### src/rtl/fetch_pkg.sv
// Shared fetch/decode types: packet width and the
// branch-prediction sideband carried alongside each packet.
package fetch_pkg;

  localparam int FD_PKT_W      = 128;
  localparam int FD_SIDEBAND_W = 39;

  typedef struct packed {
    logic        is_BR_T_NT;
    logic [31:0] BP_target;
    logic [5:0]  BP_update_alias;
  } fd_sideband_t;

endpackage

### src/rtl/fd_queue_ram.sv
// Register array behind the fetch/decode queue:
// one synchronous write port, one asynchronous read port.
module fd_queue_ram #(
  parameter int DEPTH = 4,
  parameter int W     = 167,
  parameter int AW    = $clog2(DEPTH)
) (
  input  logic          clk,
  input  logic          we,
  input  logic [AW-1:0] waddr,
  input  logic [W-1:0]  wdata,
  input  logic [AW-1:0] raddr,
  output logic [W-1:0]  rdata
);

  logic [W-1:0] mem [DEPTH];

  // Contents are don't-care after reset, so no reset term.
  always_ff @(posedge clk) begin
    if (we) mem[waddr] <= wdata;
  end

  assign rdata = mem[raddr];

endmodule

### src/rtl/fd_packet_queue.sv
// FWFT queue between fetch_2 and decode, with early
// stall for in-flight packets and flush on resteer.
module fd_packet_queue
  import fetch_pkg::*;
#(
  parameter int DEPTH = 4,
  parameter int SKID  = 1,
  parameter int PKT_W = FD_PKT_W
) (
  input  logic                       clk,
  input  logic                       reset,
  input  logic [PKT_W-1:0]           packet_in,
  input  logic                       packet_valid_in,
  input  logic                       is_BR_T_NT_in,
  input  logic [31:0]                BP_target_in,
  input  logic [5:0]                 BP_update_alias_in,
  input  logic                       resteer,
  input  logic                       dec_ready,
  output logic [PKT_W-1:0]           packet_out,
  output logic                       packet_valid_out,
  output logic                       is_BR_T_NT_out,
  output logic [31:0]                BP_target_out,
  output logic [5:0]                 BP_update_alias_out,
  output logic                       stall_out,
  output logic [$clog2(DEPTH):0]     count_out,
  output logic                       overflow_err
);

  localparam int AW = $clog2(DEPTH);
  localparam int CW = AW + 1;
  localparam int EW = PKT_W + FD_SIDEBAND_W;

  localparam logic [CW-1:0] FULL     = CW'(DEPTH);
  localparam logic [CW-1:0] STALL_AT = CW'(DEPTH - SKID);

  logic [AW-1:0] wr_ptr;
  logic [AW-1:0] rd_ptr;
  logic [CW-1:0] count;

  fd_sideband_t  sb_in;
  fd_sideband_t  sb_out;
  logic [EW-1:0] wdata;
  logic [EW-1:0] rdata;

  logic empty;
  logic full;
  logic deq;
  logic enq;
  logic ovf;

  assign empty = (count == '0);
  assign full  = (count == FULL);

  // A full queue still accepts when the head leaves
  // in the same cycle.
  assign deq = dec_ready & ~empty;
  assign enq = packet_valid_in & ~resteer
             & (~full | deq);
  assign ovf = packet_valid_in & ~resteer
             & full & ~deq;

  assign sb_in.is_BR_T_NT      = is_BR_T_NT_in;
  assign sb_in.BP_target       = BP_target_in;
  assign sb_in.BP_update_alias = BP_update_alias_in;
  assign wdata = {packet_in, sb_in};

  fd_queue_ram #(
    .DEPTH (DEPTH),
    .W     (EW)
  ) u_ram (
    .clk   (clk),
    .we    (enq),
    .waddr (wr_ptr),
    .wdata (wdata),
    .raddr (rd_ptr),
    .rdata (rdata)
  );

  assign {packet_out, sb_out} = rdata;
  assign is_BR_T_NT_out       = sb_out.is_BR_T_NT;
  assign BP_target_out        = sb_out.BP_target;
  assign BP_update_alias_out  = sb_out.BP_update_alias;

  always_ff @(posedge clk or posedge reset) begin
    if (reset) begin
      wr_ptr <= '0;
      rd_ptr <= '0;
      count  <= '0;
    end else if (resteer) begin
      wr_ptr <= '0;
      rd_ptr <= '0;
      count  <= '0;
    end else begin
      if (enq) wr_ptr <= wr_ptr + 1'b1;
      if (deq) rd_ptr <= rd_ptr + 1'b1;
      count <= count + CW'(enq) - CW'(deq);
    end
  end

  // Sticky until reset; resteer deliberately leaves it.
  always_ff @(posedge clk or posedge reset) begin
    if (reset) begin
      overflow_err <= 1'b0;
    end else if (ovf) begin
      overflow_err <= 1'b1;
    end
  end

  assign packet_valid_out = ~empty;
  assign stall_out        = (count >= STALL_AT);
  assign count_out        = count;

endmodule

### config.mk
export PLATFORM = sky130hd
export DESIGN_NAME = fd_packet_queue
export DESIGN_NICKNAME = d
export VERILOG_FILES = /design/src/rtl/fetch_pkg.sv /design/src/rtl/fd_queue_ram.sv /design/src/rtl/fd_packet_queue.sv
export SDC_FILE = /design/constraint.sdc
export NUM_CORES = 1
export LEC_CHECK = 0
export CELL_PAD_IN_SITES_DETAIL_PLACEMENT = 1
export CELL_PAD_IN_SITES_GLOBAL_PLACEMENT = 2
export CORE_MARGIN = 2
export CORE_UTILIZATION = 43
export CTS_CLUSTER_DIAMETER = 100
export DETAILED_ROUTE_END_ITERATION = 10
export GPL_ROUTABILITY_DRIVEN = 0
export PLACE_DENSITY_LB_ADDON = 0.25
export SLEW_MARGIN = 15
export SYNTH_ARGS = -nofsm -noshare
export SYNTH_HDL_FRONTEND = slang
export SYNTH_HIERARCHICAL = 1
export SYNTH_SLANG_ARGS = --single-unit
### constraint.sdc
create_clock -name clk -period 16.72 [get_ports clk]
set_input_delay 3.344 -clock clk [delete_from_list [all_inputs] [get_ports clk]]
set_output_delay 3.344 -clock clk [all_outputs]
set_load 0.01 [all_outputs]
==> results of run 1 <==
-- layout by cell type (no fill, tap or decap), types with 2 or more instances in the layout --
cell and instances:
nor2_1 5, dfrtp_4 2, clkinv_2 11, and3b_4 2, clkbuf_16 75, xor2_1 2
o21ai_0 2, inv_1 5, clkbuf_1 14, nor2b_1 2, edfxtp_1 668, clkinvlp_4 3
dfrtp_1 6, clkbuf_8 2, clkdlybuf4s50_1 344, diode_2 2, buf_4 17, inv_6 3
nand2_1 3, clkinv_1 13, ha_1 3, bufinv_16 4, mux4_2 167
-- worst min path at each step --
stage                       from      endpoint  slack, ns  cells after the start
CTS                 overflow_err  overflow_err       0.48                      1
floorplan              rd_ptr[1]     rd_ptr[1]       0.50                      2
global route        overflow_err  overflow_err       0.51                      1
finish              overflow_err  overflow_err       0.48                      1
detailed placement  overflow_err  overflow_err       0.48                      1
global placement    overflow_err  overflow_err       0.47                      1
-- sequential cells by signal, summed over array words and instances (netlist names) --
register and flops:
rd_ptr 2, wr_ptr 2, overflow_err 1, u_ram/mem 668, count_out 3
-- cells by family (layout without fill, tap and decap cells) --
kind of cell               count (synthesis)  after routing  share of synthesized area
AOI/OAI and AO/OA                          6              6                    0.00173
xor gates and xnor gates                   3              3                    0.00107
adders and majority gates                  4              4                    0.00233
buffers and inverters                     44            492                     0.0148
DFF                                      676            676                      0.822
muxes                                    168            168                      0.153
other                                      0              2                          0
and+or+nand+nor                           19             19                    0.00513
-- critical path, stage by stage, from the launching register on --
cell	delay [ns]
dfrtp_4	1.03
buf_4	0.83
buf_4	0.72
mux4_2	0.64
clkdlybuf4s50_1	0.50
-- power by group --
part	total [mW]	leakage, nW	switching, mW	internal (mW)
registers	2.00	6.16	0.0583	1.94
logic	0.947	2.45	0.397	0.550
clock network	1.51	1.09	0.619	0.888
total	4.45	9.70	1.07	3.38
-- routing by layer --
| metal | up-vias | GRT usage | part of all wire |
|---|---|---|---|
| li1 | 4788 | - | - |
| met1 | 5801 | 0.225 | 0.40 |
| met2 | 313 | 0.277 | 0.49 |
| met3 | 85 | 0.0669 | 0.086 |
| met4 | 12 | 0.0480 | 0.022 |
| met5 | - | 0 | 0.0015 |
-- per-stage QoR --
stage | area [um^2] | hold slack [ns]
global route | 31100 | 0.515
detailed placement | 28800 | 0.483
global placement | 28800 | 0.474
CTS | 31100 | 0.483
floorplan | 24700 | 0.503
finish | 31100 | 0.477
-- cell type report --
cell class                 instances  area [um^2]  share of cell area
clock buffer                      91         1960              0.0629
multi-input combinational        200         4050               0.130
tap                              756          946              0.0304
timing repair buffer             361         3570               0.115
inverter                           5         18.8            0.000604
sequential                       676        20300               0.652
clock inverter                    35          282             0.00905
antenna                            2         5.00            0.000161
==> results.cfg, run 1 <==
[grt]
grt_max_degree = 70
antenna_found_initial = 7
grt_usage = 0.174
overflow = 0
grt_first_pass_wirelength_um = 77500
grt_pass1_vias = 12200

[synth]
synth_edf_count = 668
yosys.area.top_type = edfxtp_1
netlist.area_leader.share = 0.814
synth_most_common_cell = edfxtp_1
synth_sequential_area_ratio = 0.822
yosys.cell_types.count = 31
syn_inst = 920
ys_seq_elements = 676
synth_common_cells = edfxtp_1 (668), mux4_2 (167), buf_2 (18)
postSynthAreaPerCell_um2 = 26.8
synth_flop_cell = edfxtp_1
synth_fp_nets = 1096
yosys-top-cells-area = edfxtp_1 (81%), mux4_2 (15%), dfrtp_1 (0.81%), buf_8 (0.61%), buf_2 (0.37%)
ys_warn_count = 6
async_flop_share = 0.0118
syn-cell-area_um2 = 24700

[cts]
cts_hold_buf = 0
cts_resized = 0
clockBufferDepth = 3
insertion_delay_ns = 0.59
tritoncts = done
htree_levels = 3
cts_setup_buffers = 0
path_clk_slew_ns = 0.06
cts_buffers = 71
cts_sinks = 676
root_buffer = clkbuf_16

[min_path]
hold_class = reg -> reg

[setup_path]
critPathLaunch = rd_ptr[0]
crit_arrival_ns = 4.41
critical_path_class = reg -> out
worstReg2RegEnd = u_ram/mem[2][110]
reg2reg_slack_ns = 13.21
crit_path_start_kind = flop
worstRegToRegCells = 6
end_kind = output pin
crit_end = packet_out[81]
r2r-start = count_out[1]
critPathRequiredTime_ns = 13.38
cp_max_fo = 46

[timing]
rsz0062_at_grt = false
tns_ns = 0
finalHoldViolations = 0
setup_viol = 0
period_share = 0.464
fin_ws_ns = 8.97
final_max_slew_viol_count = 0
relSlewSlack = 0.280
fmax_ghz = 0.129
worst_pin_slew_ns = 1.08
finalCriticalPeriod_ns = 7.75
finClkSkew_ns = 0.0153

[route]
antenna_left = 0
wirelength_um = 50500
first_pass_iters = 4
detail_route.vias_per_cell = 5.17
drc = 0
vias = 11000
wl_per_cell_um = 23.8
first_iter_violations = 536

[power]
p_per_area_nw_per_um2 = 143
p_total_mw = 4.45
peakVddDrop_uv = 100
p_leak_nw = 9.70

[job]
maxCapViolations = 0

[final_layout]
fillers = 4785
areaGrowthSynthToFinish_pct = 26.1
fin_cells = 2126
finalCoreUtilization = 0.550
drive_above_1_share = 0.216
nNetsFinal = 1491

[floorplanning]
ios = 345
die_area_um2 = 59300
coreArea_um2 = 56500
core.rowCount = 87
die_w_um = 243
die_y_um = 243
start_util = 0.436

[place]
dpl.cell_count = 1998
io_buffers = 344
hpwlAfterDp_um = 30600
post-place-ws_ns = 9.36

[status]
outcome = finished, final reports clean
(Power assumes the default switching activity.)
==> inputs of run 2 (changes only) <==
- CORE_UTILIZATION: 43 -> 39
- clock period: 16.72 -> 6.7 ns (I/O delays scaled with it)
==> run 2 against run 1 <==
Effect of this change:
- register-to-register slack lost 9.4 ns
- clock power grew 150%
- critical path type unchanged
- setup slack lost 6.8 ns
- combinational power grew to 2.6 times the previous value
- critical path depth is the same
- global-route usage shrank 1.2 points
- largest cell class unchanged
- count of clock-buffer cells in the layout grew 3
- die area grew 10%
==> results.cfg, run 2 (synthesized netlist as in run 1, its figures left out) <==
[cts]
cts_hold_buf = 0
cts_resized = 0
cts_buffers = 74
tritoncts = done
htree_levels = 3
root_buffer = clkbuf_16
cts_sinks = 676
cts_setup_buffers = 0
clockBufferDepth = 3
insertion_delay_ns = 0.59
path_clk_slew_ns = 0.06

[status]
outcome = finished, final reports clean

[grt]
grtUsageMet2 = 0.256
grt_max_degree = 97
overflow = 0
antenna_found_initial = 11
grt_pass1_vias = 12100
grt.met1_usage = 0.214
grt_usage = 0.163
grt_first_pass_wirelength_um = 79300
grtUsageMet3 = 0.0578
grt_busiest_layer = met2

[floorplanning]
start_util = 0.393
die_area_um2 = 65200
core.rowCount = 92
coreArea_um2 = 62700
die_w_um = 255
ios = 345
die_y_um = 255

[power]
combPwrFrac = 0.221
p_per_area_nw_per_um2 = 356
clock_power_share = 0.333
p_leak_nw = 9.70
peakVddDrop_uv = 237
p_total_mw = 11.1
internal_power_mw = 8.40
power_switching_mw = 2.71
p_sw_frac = 0.244
p_seq_frac = 0.446

[timing]
tns_ns = 0
fmax_ghz = 0.218
period_share = 0.684
rsz0062_at_grt = false
worst_pin_slew_ns = 0.950
finalHoldViolations = 0
finClkSkew_ns = 0.00992
fin_ws_ns = 2.12
relSlewSlack = 0.367
setup_viol = 0
finalCriticalPeriod_ns = 4.58
final_max_slew_viol_count = 0
whs_ns = 0.490

[place]
io_buffers = 344
post-place-ws_ns = 2.37
placed_area_um2 = 29100
hpwlAfterDp_um = 30700

[setup_path]
worstReg2RegEnd = u_ram/mem[1][84]
r2r-start = count_out[1]
crit_path_start_kind = flop
cp_max_fo = 53
end_kind = output pin
critical_path_class = reg -> out
crit_end = packet_out[93]
crit_arrival_ns = 3.24
critPathRequiredTime_ns = 5.36
reg2reg_slack_ns = 3.81
worstRegToRegCells = 5
critPathLaunch = rd_ptr[0]

[route]
vias = 11000
first_iter_violations = 626
antenna_left = 0
first_pass_iters = 6
wl_per_cell_um = 23.6
drc = 0
detail_route.vias_per_cell = 4.99
wirelength_um = 52200

[min_path]
hp-start = overflow_err
hold_class = reg -> reg

[final_layout]
areaGrowthSynthToFinish_pct = 26.8
drive_above_1_share = 0.211
final_common_cell = edfxtp_1
nNetsFinal = 1494
largest_reg_flops = 668
n_antenna_cell = 0
top_register = u_ram/mem
finalInstanceArea_um2 = 31300
fillers = 5493
layout_common_cells = edfxtp_1 (668), clkdlybuf4s50_1 (344), mux4_2 (167), clkbuf_16 (74), clkbuf_1 (19)

[job]
maxCapViolations = 0
==> run 2: cell count changes in the layout (fill, tap and decap cells not counted), moves of 2 or more <==
cell and change:
clkinv_2 -2, diode_2 -2, buf_4 -9, clkinvlp_4 -3, clkbuf_1 +5, buf_12 +8
==> run 2: worst min-delay path by stage <==
stage,depth (start not counted),slack (ns),to
global route,1,0.51,overflow_err
global placement,1,0.46,overflow_err
detailed placement,1,0.47,overflow_err
floorplan,2,0.50,rd_ptr[1]
CTS,1,0.50,overflow_err
finish,1,0.49,overflow_err
==> run 2: layout make-up <==
type	instances	area [um^2]	area share
Clock buffer	94	1940	0.0620
Clock inverter	29	231	0.00741
Inverter	5	18.8	0.000600
Multi-Input combinational cell	200	4050	0.130
Sequential cell	676	20300	0.648
Tap cell	846	1060	0.0339
Timing Repair Buffer	361	3690	0.118
==> run 2: power groups by stage <==
stage	registers [mW]	clock network (mW)	logic, mW
floorplan	5.01	0	1.41
global placement	5.10	0	2.44
detailed placement	5.11	0	2.45
CTS	5.02	3.83	2.46
global route	4.98	3.98	2.63
finish	4.95	3.70	2.46
==> run 2: routing by layer <==
metal | routed length, um | share of wire
met5 | 138 | 0.0026
met4 | 872 | 0.017
met3 | 4190 | 0.080
met2 | 25400 | 0.49
met1 | 21600 | 0.41
==> run 2: worst max-delay path, cell delays in order (launching register included) <==
cell	delay, ns
dfrtp_4	0.63
buf_16	0.33
buf_12	0.41
mux4_2	0.58
clkdlybuf4s50_1	0.56
==> run 2: metrics by stage <==
step                 util  cells
finish              0.498   2211
global route        0.498   2211
CTS                 0.498   2210
detailed placement  0.463   2087
global placement    0.463   2087
floorplan               -    920
==> inputs of run 3 (changes only) <==
- clock period: 6.7 -> 3.8 ns (I/O delays scaled with it)
==> run 3 against run 2 <==
Effect of this change:
- clock power grew 80%
- critical path depth is 1 lower
- routed wire length fell by 1.0%
- via count decreased by 0.63%
- hold slack worse by 0.049 ns
- first-iteration DRC count fell by 9.7%
- core utilization grew 0.33 points
- non-clock buffer count stayed put
- clock skew grew 0.0074 ns
- final cell count is 0.50% higher
- cell area increased by 0.66%
- global-route usage is 0.19 points lower
- highest routed layer unchanged
==> results.cfg, run 3 (synthesized netlist as in run 1, its figures left out) <==
[cts]
cts_setup_buffers = 0
root_buffer = clkbuf_16
cts_sinks = 676
insertion_delay_ns = 0.59
cts_resized = 0
htree_levels = 3
tritoncts = done
path_clk_slew_ns = 0.06
clockBufferDepth = 3
cts_buffers = 73
cts_hold_buf = 0

[setup_path]
critPathRequiredTime_ns = 3.04
max_stage_delay_ns = 0.57
cpMaxStageDelayCell = mux4_2
cp_max_fo = 59
crit_path_start_kind = flop
reg2reg_slack_ns = 1.50
end_kind = output pin
crit_arrival_ns = 2.67
critical_path_class = reg -> out
worstRegToRegCells = 5
crit_chain = buf_12 > mux4_2 > clkdlybuf4s50_1
r2r-start = count_out[1]
worstReg2RegEnd = u_ram/mem[2][44]

[final_layout]
layout_common_cells = edfxtp_1 (668), clkdlybuf4s50_1 (344), mux4_2 (167), clkbuf_16 (75), buf_12 (17)
fin_cells = 2222
top_register = u_ram/mem
areaGrowthSynthToFinish_pct = 27.6
nNetsFinal = 1493
fillers = 5521
drive_above_1_share = 0.218
final_common_cell = edfxtp_1
largest_reg_flops = 668
finalCoreUtilization = 0.502
finalInstanceArea_um2 = 31500

[power]
p_sw_frac = 0.244
peakVddDrop_uv = 558
power_switching_mw = 4.81
p_per_area_nw_per_um2 = 627
p_seq_frac = 0.439
p_leak_nw = 9.78
internal_power_mw = 14.9
clock_power_share = 0.338
p_total_mw = 19.7
combPwrFrac = 0.223

[floorplanning]
coreArea_um2 = 62700
die_w_um = 255
start_util = 0.393
die_y_um = 255
ios = 345
die_area_um2 = 65200
core.rowCount = 92

[job]
maxCapViolations = 0

[route]
first_iter_violations = 565
antenna_left = 0
detail_route.vias_per_cell = 4.93
first_pass_iters = 4
drc = 0
wirelength_um = 51700
vias = 11000
wl_per_cell_um = 23.3

[place]
dpl.cell_count = 2088
hpwlAfterDp_um = 31000
io_buffers = 344
post-place-ws_ns = 0.724
placed_area_um2 = 29200

[grt]
grt_usage = 0.161
overflow = 0
grt_max_degree = 88
grt_first_pass_wirelength_um = 79000
antenna_found_initial = 11
grt_pass1_vias = 12200

[timing]
finClkSkew_ns = 0.0173
fin_ws_ns = 0.367
worst_pin_slew_ns = 0.658
finalCriticalPeriod_ns = 3.43
finalHoldViolations = 0
setup_viol = 0
period_share = 0.903
rsz0062_at_grt = false
final_max_slew_viol_count = 0
fmax_ghz = 0.291
relSlewSlack = 0.561
tns_ns = 0
whs_ns = 0.441

[status]
outcome = finished, final reports clean

[min_path]
hold_class = in -> async
-- run 3: cell types whose count changed in the layout (fill, tap and decap cells not counted), moves of 2 or more --
cell and change:
buf_12 +9, buf_4 -8, clkinv_2 +7, clkbuf_1 -4, clkinv_1 +4, clkinv_8 +3, diode_2 +2
-- run 3: area by class of cell --
class,instances,area [um^2],area share
timing repair buffer,361,3780,0.120
multi-input combinational,200,4060,0.129
tap,846,1060,0.0336
inverter,5,18.8,0.000596
clock inverter,42,343,0.0109
antenna,2,5.00,0.000159
clock buffer,90,1930,0.0614
sequential,676,20300,0.644
-- run 3: worst max-delay path by stage --
stage / slack [ns] / cells past startpoint / startpoint / endpoint
finish: 0.37 / 3 / rd_ptr[0] / packet_out[90]
global route: 0.23 / 3 / rd_ptr[0] / packet_out[51]
CTS: 0.30 / 3 / rd_ptr[0] / BP_update_alias_out[4]
detailed placement: 0.72 / 6 / dec_ready / u_ram/mem[2][48]
global placement: 0.76 / 6 / dec_ready / u_ram/mem[2][39]
floorplan: -2.01 / 4 / dec_ready / u_ram/mem[0][0]
-- run 3: worst max-delay path, delay by kind of cell, from the launching register on --
family | cells | cell delay [ns]
DFF | 1 | 0.46
muxes | 1 | 0.57
buffers and inverters | 2 | 0.94
-- run 3: layer usage --
layer	vias up	global-route usage	share of wire
met4	16	0.0515	0.022
met1	5756	0.216	0.42
met3	88	0.0471	0.070
met5	-	0	0.0019
li1	4797	-	-
met2	306	0.253	0.48
-- run 3: power by group through the flow --
stage	combinational, mW	sequential, mW	clock [mW]
3_5_place_dp	4.51	8.82	0
2_1_floorplan	2.48	8.82	0
3_3_place_gp	4.53	8.80	0
4_1_cts	4.54	8.67	6.88
6_report	4.41	8.66	6.67
5_1_grt	4.71	8.70	7.15
